<file path="src/rtl/data_mem_pipe_if.sv">
`default_nettype none
// ============================================================================
//  Module      : data_mem_pipe_if
//  Description : Request/response bundle for the pipelined data memory.
//                Request side: req_valid/req_ready handshake carrying
//                req_write, req_addr (word index), req_wdata and req_be
//                (byte enables, bit i covers data bits [8i+7:8i]).
//                Response side: rsp_valid one-cycle strobe with rsp_rdata
//                and rsp_err (address out of range). The response side has
//                no back-pressure.
//                master : requester (drives the request, takes the response)
//                slave  : memory    (takes the request, drives the response)
//  Revision    : 1.0 - initial release
// ============================================================================
interface data_mem_pipe_if #(
   parameter int DATA_W = 32,
   parameter int ADDR_W = 32
);
   logic                  req_valid;
   logic                  req_ready;
   logic                  req_write;
   logic [ADDR_W-1:0]     req_addr;
   logic [DATA_W-1:0]     req_wdata;
   logic [DATA_W/8-1:0]   req_be;
   logic                  rsp_valid;
   logic [DATA_W-1:0]     rsp_rdata;
   logic                  rsp_err;

   modport master (
      output req_valid, req_write, req_addr, req_wdata, req_be,
      input  req_ready, rsp_valid, rsp_rdata, rsp_err
   );

   modport slave (
      input  req_valid, req_write, req_addr, req_wdata, req_be,
      output req_ready, rsp_valid, rsp_rdata, rsp_err
   );
endinterface
`default_nettype wire

</file>
<file path="src/rtl/data_mem_pipe.sv">
`default_nettype none
// ============================================================================
//  Module      : data_mem_pipe
//  Description : Word-addressed data memory with a valid/ready request port,
//                byte-enable writes, RD_LAT-deep registered response path,
//                out-of-range detection and a post-reset clear sequencer.
//  Ports       : clk  - clock, rising edge
//                rst  - synchronous active-high reset
//                bus  - data_mem_pipe_if.slave (request + response)
//                busy - clear sequence in progress
//  Revision    : 1.0 - initial release
// ============================================================================
module data_mem_pipe #(
   parameter int DATA_W       = 32,
   parameter int ADDR_W       = 32,
   parameter int DEPTH        = 64,
   parameter int RD_LAT       = 1,
   parameter int CLEAR_ON_RST = 1
) (
   input  wire logic       clk,
   input  wire logic       rst,
   data_mem_pipe_if.slave  bus,
   output logic            busy
);

   localparam int               BE_W      = DATA_W / 8;
   localparam int               IDX_W     = (DEPTH > 1) ? $clog2(DEPTH) : 1;
   // One extra bit so that DEPTH == 2**ADDR_W still compares correctly.
   localparam logic [ADDR_W:0]  DEPTH_EXT = (ADDR_W+1)'(DEPTH);
   localparam logic [IDX_W-1:0] LAST_IDX  = IDX_W'(DEPTH - 1);

   typedef enum logic [0:0] {
      ST_CLEAR = 1'b0,
      ST_READY = 1'b1
   } state_t;

   state_t              state;
   logic [IDX_W-1:0]    cnt;
   logic                ready_q;

   logic [DATA_W-1:0]   mem [DEPTH];

   logic                pipe_v [RD_LAT];
   logic                pipe_e [RD_LAT];
   logic [DATA_W-1:0]   pipe_d [RD_LAT];

   logic                accept;
   logic                in_range;
   logic [IDX_W-1:0]    idx;

   // ready_q is only ever high in ST_READY, so it alone qualifies acceptance.
   assign accept   = bus.req_valid && ready_q;
   // Full-width compare: upper address bits must not alias into the array.
   assign in_range = ({1'b0, bus.req_addr} < DEPTH_EXT);
   assign idx      = bus.req_addr[IDX_W-1:0];

   // ------------------------------------------------------------------------
   // Control FSM: clear sequencer, registered ready/busy.
   // ------------------------------------------------------------------------
   always_ff @(posedge clk) begin
      if (rst) begin
         state   <= (CLEAR_ON_RST != 0) ? ST_CLEAR : ST_READY;
         cnt     <= '0;
         ready_q <= 1'b0;
         busy    <= (CLEAR_ON_RST != 0);
      end else begin
         case (state)
            ST_CLEAR: begin
               if (cnt == LAST_IDX) begin
                  state   <= ST_READY;
                  ready_q <= 1'b1;
                  busy    <= 1'b0;
               end else begin
                  cnt <= cnt + IDX_W'(1);
               end
            end
            ST_READY: begin
               ready_q <= 1'b1;
               busy    <= 1'b0;
            end
            default: begin
               state   <= ST_CLEAR;
               cnt     <= '0;
               ready_q <= 1'b0;
               busy    <= 1'b1;
            end
         endcase
      end
   end

   // ------------------------------------------------------------------------
   // Storage array. Kept free of a reset branch so it maps onto RAM; the
   // clear sequencer zeroes it one word per cycle instead.
   // ------------------------------------------------------------------------
   always_ff @(posedge clk) begin
      if (!rst) begin
         if (state == ST_CLEAR) begin
            mem[cnt] <= '0;
         end else if (accept && bus.req_write && in_range) begin
            for (int b = 0; b < BE_W; b++) begin
               if (bus.req_be[b]) begin
                  mem[idx][8*b +: 8] <= bus.req_wdata[8*b +: 8];
               end
            end
         end
      end
   end

   // ------------------------------------------------------------------------
   // Response shift register. Stage 0 is loaded at the accept edge with the
   // array contents seen at that edge; the last stage drives the outputs.
   // ------------------------------------------------------------------------
   always_ff @(posedge clk) begin
      if (rst) begin
         for (int i = 0; i < RD_LAT; i++) begin
            pipe_v[i] <= 1'b0;
            pipe_e[i] <= 1'b0;
            pipe_d[i] <= '0;
         end
      end else begin
         pipe_v[0] <= accept;
         pipe_e[0] <= accept && !in_range;
         pipe_d[0] <= (accept && !bus.req_write && in_range) ? mem[idx] : '0;
         for (int i = 1; i < RD_LAT; i++) begin
            pipe_v[i] <= pipe_v[i-1];
            pipe_e[i] <= pipe_e[i-1];
            pipe_d[i] <= pipe_d[i-1];
         end
      end
   end

   assign bus.req_ready = ready_q;
   assign bus.rsp_valid = pipe_v[RD_LAT-1];
   assign bus.rsp_err   = pipe_e[RD_LAT-1];
   assign bus.rsp_rdata = pipe_d[RD_LAT-1];

endmodule
`default_nettype wire

</file>
<file path="src/flat_wrapper.sv">
// flat-port wrapper written by rule: the top's interface ports become plain ports
module data_mem_pipe_flat 
#(
   parameter int DATA_W       = 32,
   parameter int ADDR_W       = 32,
   parameter int DEPTH        = 64,
   parameter int RD_LAT       = 1,
   parameter int CLEAR_ON_RST = 1
)
  (clk, rst, busy, bus_req_valid, bus_req_write, bus_req_addr, bus_req_wdata, bus_req_be, bus_req_ready, bus_rsp_valid, bus_rsp_rdata, bus_rsp_err);
  data_mem_pipe_if #(.DATA_W(DATA_W), .ADDR_W(ADDR_W)) bus_i ();
  input  wire logic clk;
  input  wire logic rst;
  output logic busy;
  input wire logic [$bits(bus_i.req_valid)-1:0] bus_req_valid;
  input wire logic [$bits(bus_i.req_write)-1:0] bus_req_write;
  input wire logic [$bits(bus_i.req_addr)-1:0] bus_req_addr;
  input wire logic [$bits(bus_i.req_wdata)-1:0] bus_req_wdata;
  input wire logic [$bits(bus_i.req_be)-1:0] bus_req_be;
  output wire logic [$bits(bus_i.req_ready)-1:0] bus_req_ready;
  output wire logic [$bits(bus_i.rsp_valid)-1:0] bus_rsp_valid;
  output wire logic [$bits(bus_i.rsp_rdata)-1:0] bus_rsp_rdata;
  output wire logic [$bits(bus_i.rsp_err)-1:0] bus_rsp_err;
  assign bus_i.req_valid = bus_req_valid;
  assign bus_i.req_write = bus_req_write;
  assign bus_i.req_addr = bus_req_addr;
  assign bus_i.req_wdata = bus_req_wdata;
  assign bus_i.req_be = bus_req_be;
  assign bus_req_ready = bus_i.req_ready;
  assign bus_rsp_valid = bus_i.rsp_valid;
  assign bus_rsp_rdata = bus_i.rsp_rdata;
  assign bus_rsp_err = bus_i.rsp_err;
  data_mem_pipe #(.DATA_W(DATA_W), .ADDR_W(ADDR_W), .DEPTH(DEPTH), .RD_LAT(RD_LAT), .CLEAR_ON_RST(CLEAR_ON_RST)) u_core (.clk(clk), .rst(rst), .bus(bus_i), .busy(busy));
endmodule
</file>
<file path="config.mk">
export PLATFORM = sky130hd
export DESIGN_NAME = data_mem_pipe_flat
export DESIGN_NICKNAME = d
export VERILOG_FILES = /design/src/rtl/data_mem_pipe_if.sv /design/src/rtl/data_mem_pipe.sv /design/src/flat_wrapper.sv
export SDC_FILE = /design/constraint.sdc
export NUM_CORES = 2
export LEC_CHECK = 0
export CAP_MARGIN = 10
export CORE_MARGIN = 3
export CORE_UTILIZATION = 25
export CTS_CLUSTER_DIAMETER = 120
export CTS_CLUSTER_SIZE = 30
export DETAILED_ROUTE_END_ITERATION = 16
export DONT_BUFFER_PORTS = 1
export SYNTH_ARGS = -nofsm -noshare
export SYNTH_HDL_FRONTEND = slang
export SYNTH_SLANG_ARGS = --single-unit
</file>
<file path="constraint.sdc">
create_clock -name clk -period 4.25 [get_ports clk]
set_input_delay 0.85 -clock clk [delete_from_list [all_inputs] [get_ports clk]]
set_output_delay 0.85 -clock clk [all_outputs]
set_load 0.005 [all_outputs]
</file>
==> results.json <==
{
  "synth_edf_count": 2048,
  "grt_pass1_wl_um": 302000,
  "setup_viol": 454,
  "die-area_um2": 332000,
  "cts_max_path_buffers": 3,
  "finClkSkew_ns": 0.0589,
  "syn_area_um2": 81200,
  "cp.arrival_ns": 6.35,
  "cts-buffers-inserted": 79,
  "period_minus_slack_ns": 5.78,
  "htreeDepth": 3,
  "tritoncts": "built",
  "rows": 208,
  "critPathTopFamily": "multiplexers",
  "synth.distinct_cells": 54,
  "grt_max_degree": 650,
  "dr_total_vias": 40500,
  "route.antenna.remaining_nets": 0,
  "synth-seq-area-share": 0.768,
  "drc_errors": 0,
  "grt_pass1_vias": 40400,
  "nets": 4214,
  "hold_path.class": "in2reg",
  "wire_per_inst_um": 24.8,
  "postCtsSetupBuffers": 0,
  "multiInputGateArea_um2": 18500,
  "final_hold_viol_count": 0,
  "regArea_um2": 62400,
  "fill_cells": 31600,
  "grt_usage": 0.124,
  "core_um2": 322000,
  "place_ws_ns": 0.178,
  "port_buffers": 0,
  "clock_sinks": 2091,
  "ctsHoldBuffers": 0,
  "fin_crit_sh": 1.36,
  "p_sw_uw": 6770,
  "outcome": "finished with violations",
  "insertion_delay_ns": 0.77,
  "maxSlewViolCount": 559,
  "clk_pin_slew_ns": 0.12,
  "cpMostUsedCell": "a22oi_1",
  "dr.first_iter.drc_count": 5002,
  "ys_seq_elements": 2091,
  "setup.worst_path.start_class": "input port",
  "syn_avg_cell_area_um2": 20.5,
  "finalWirelength_um": 211000,
  "first_pass_iters": 6,
  "crit_fanout": 649,
  "fmax_ghz": 0.173,
  "drv_cap": 0,
  "p_int_uw": 26600,
  "cp_cell_sequence": "mux4_2 -> a22oi_1 -> nand2_1 -> a22oi_1 -> o31ai_1",
  "p_sw_frac": 0.203,
  "power.density_nw_per_um2": 361,
  "rsz0062_at_grt": "false",
  "tightestPinTransition_ns": 4.97,
  "die_h_um": 576,
  "hold_ws_ns": 0.145,
  "antenna_found_initial": 31,
  "slowest_stage": "mux4_2",
  "violations": "max-slew violations, negative setup slack",
  "synth-async-reset-ratio": 0,
  "layout-drive-gt1-share": 0.282,
  "p_seq_frac": 0.670,
  "die_w_um": 576,
  "place_congestion": 0.815,
  "power.share.combinational": 0.038,
  "max-vdd-ir-drop_v": 0.000267,
  "vias_per_cell": 4.75,
  "crit_buf_inv": 0,
  "synthToLayoutAreaGrowth_pct": 13.9,
  "hpwl_um": 131000,
  "post_cts_resized": 0,
  "ios": 108,
  "root_buffer": "clkbuf_16",
  "start_util": 0.252,
  "path_class": "in2reg",
  "synth-main-ff-cell": "edfxtp_1",
  "required_ns": 4.82,
  "slew_headroom": -2.31,
  "setup_slack_ns": -1.53,
  "p_leak_uw": 0.0266,
  "cp-end-kind": "register",
  "syn-num-nets": 4043,
  "syn_inst": 3970,
  "clkPwrFrac": 0.293,
  "yosysWarnings": 0,
  "max_stage_delay_ns": 2.20,
  "overflow": 0
}
worst reg2reg max path: cells and delay by family, from the launching register on:
kind | cells | cell delay (ns)
simple gates | 4 | 1.69
flops | 1 | 0.38
buf+inv | 4 | 1.02
mux | 1 | 0.15
synthesized netlist by cell type (7+ instances only):
cell | n | share of area
inv_1 | 7 | 0.00032
o22a_1 | 31 | 0.0033
clkbuf_1 | 173 | 0.0080
and2_1 | 36 | 0.0028
o22ai_1 | 93 | 0.0072
a221oi_1 | 62 | 0.0067
edfxtp_1 | 2048 | 0.76
nand3_1 | 42 | 0.0026
nor2b_1 | 8 | 0.00062
nor4_1 | 161 | 0.012
mux4_2 | 385 | 0.11
buf_1 | 26 | 0.0012
mux2_2 | 135 | 0.019
buf_2 | 75 | 0.0046
nor3_1 | 108 | 0.0067
o31ai_1 | 32 | 0.0030
nor2_1 | 34 | 0.0016
mux2i_1 | 149 | 0.018
buf_4 | 18 | 0.0017
dfxtp_1 | 43 | 0.011
nand2_1 | 83 | 0.0038
a22oi_1 | 158 | 0.015
layout make-up:
class,instances,share of cell area
Inverter,7,0.000284
Clock buffer,127,0.0238
Tap cell,4305,0.0582
Timing Repair Buffer,386,0.0414
Antenna cell,32,0.000866
Sequential cell,2091,0.674
Multi-Input combinational cell,1576,0.200
Clock inverter,7,0.00130
state kept, by name (all words and copies together) (netlist names):
signal,count
u_core.pipe_e,1
u_core.pipe_v,1
u_core.state,1
u_core.mem,2048
u_core.busy,1
u_core.cnt,6
u_core.pipe_d,32
u_core.bus.req_ready,1
path summary, 6_finish.rpt:
check / from / end / slack, ns / cells after the start
setup / recovery: bus_req_addr[0] / u_core.pipe_d[0][20] / -1.53 / 5
hold / removal: rst / u_core.cnt[2] / 0.15 / 1
setup reg to reg: u_core.bus.req_ready / u_core.mem[25][3] / 0.63 / 9
hold reg to reg: u_core.bus.req_ready / u_core.bus.req_ready / 0.53 / 2
power by group through the flow:
stage | sequential (uW) | combinational [uW] | clock, uW
finish | 22300 | 1250 | 9770
global route | 22300 | 1240 | 10700
CTS | 22300 | 1180 | 10000
detailed placement | 22800 | 1180 | 0
global placement | 22800 | 1180 | 0
floorplan | 22800 | 867 | 0
placed cells by master, fill, tap and decap left out, types with 3 or more instances in the layout:
cell type | Yosys | routed
a21oi_1 | 4 | 4
a221oi_1 | 62 | 62
a22oi_1 | 158 | 158
and2_2 | 0 | 34
buf_12 | 0 | 75
buf_4 | 18 | 308
clkbuf_1 | 173 | 46
clkbuf_16 | 0 | 81
dfxtp_1 | 43 | 43
diode_2 | 0 | 32
edfxtp_1 | 2048 | 2048
inv_1 | 7 | 7
mux2_2 | 135 | 135
mux2i_1 | 149 | 134
mux2i_4 | 0 | 13
mux4_2 | 385 | 385
nand2_1 | 83 | 82
nand2b_1 | 5 | 4
nand3_1 | 42 | 41
nor2_1 | 34 | 29
nor2_4 | 0 | 5
nor2b_1 | 8 | 6
nor3_1 | 108 | 105
nor3_2 | 0 | 3
nor3b_1 | 6 | 4
nor4_1 | 161 | 50
nor4_2 | 5 | 116
nor4_4 | 3 | 3
o211ai_1 | 4 | 4
o22a_1 | 31 | 31
o22ai_1 | 93 | 93
o31ai_1 | 32 | 32
xnor2_1 | 3 | 3
stage by stage:
step,cell area (um^2),cells,utilization,power [uW],TNS [ns]
finish,92500,8531,0.287,33400,-205.57
CTS,92400,8498,0.287,33500,0
global route,92500,8528,0.287,34300,0
floorplan,81200,3970,-,23700,0
detailed placement,90100,8364,0.280,24000,0
global placement,90100,8361,0.280,24000,-0.261
cells by family (layout without fill, tap and decap cells):
kind of cell | count (synthesis) | count (layout) | share of synthesized area
xor+xnor | 4 | 4 | 0.000432
compound gates | 396 | 396 | 0.0366
fa+ha+maj | 1 | 1 | 0.000154
simple gates | 505 | 505 | 0.0345
other cells | 0 | 32 | 0
mux | 670 | 670 | 0.144
flops | 2091 | 2091 | 0.768
buf+inv | 303 | 527 | 0.0164
layer usage:
metal / global-route usage / routed length (um) / vias up
met3: 0.0237 / 16300 / 235
met2: 0.198 / 101000 / 1591
met1: 0.171 / 88500 / 21700
li1: - / - / 17000
met4: 0.0354 / 5570 / 2
met5: 0 / 14 / -
Power figures use the tool's default switching activity.
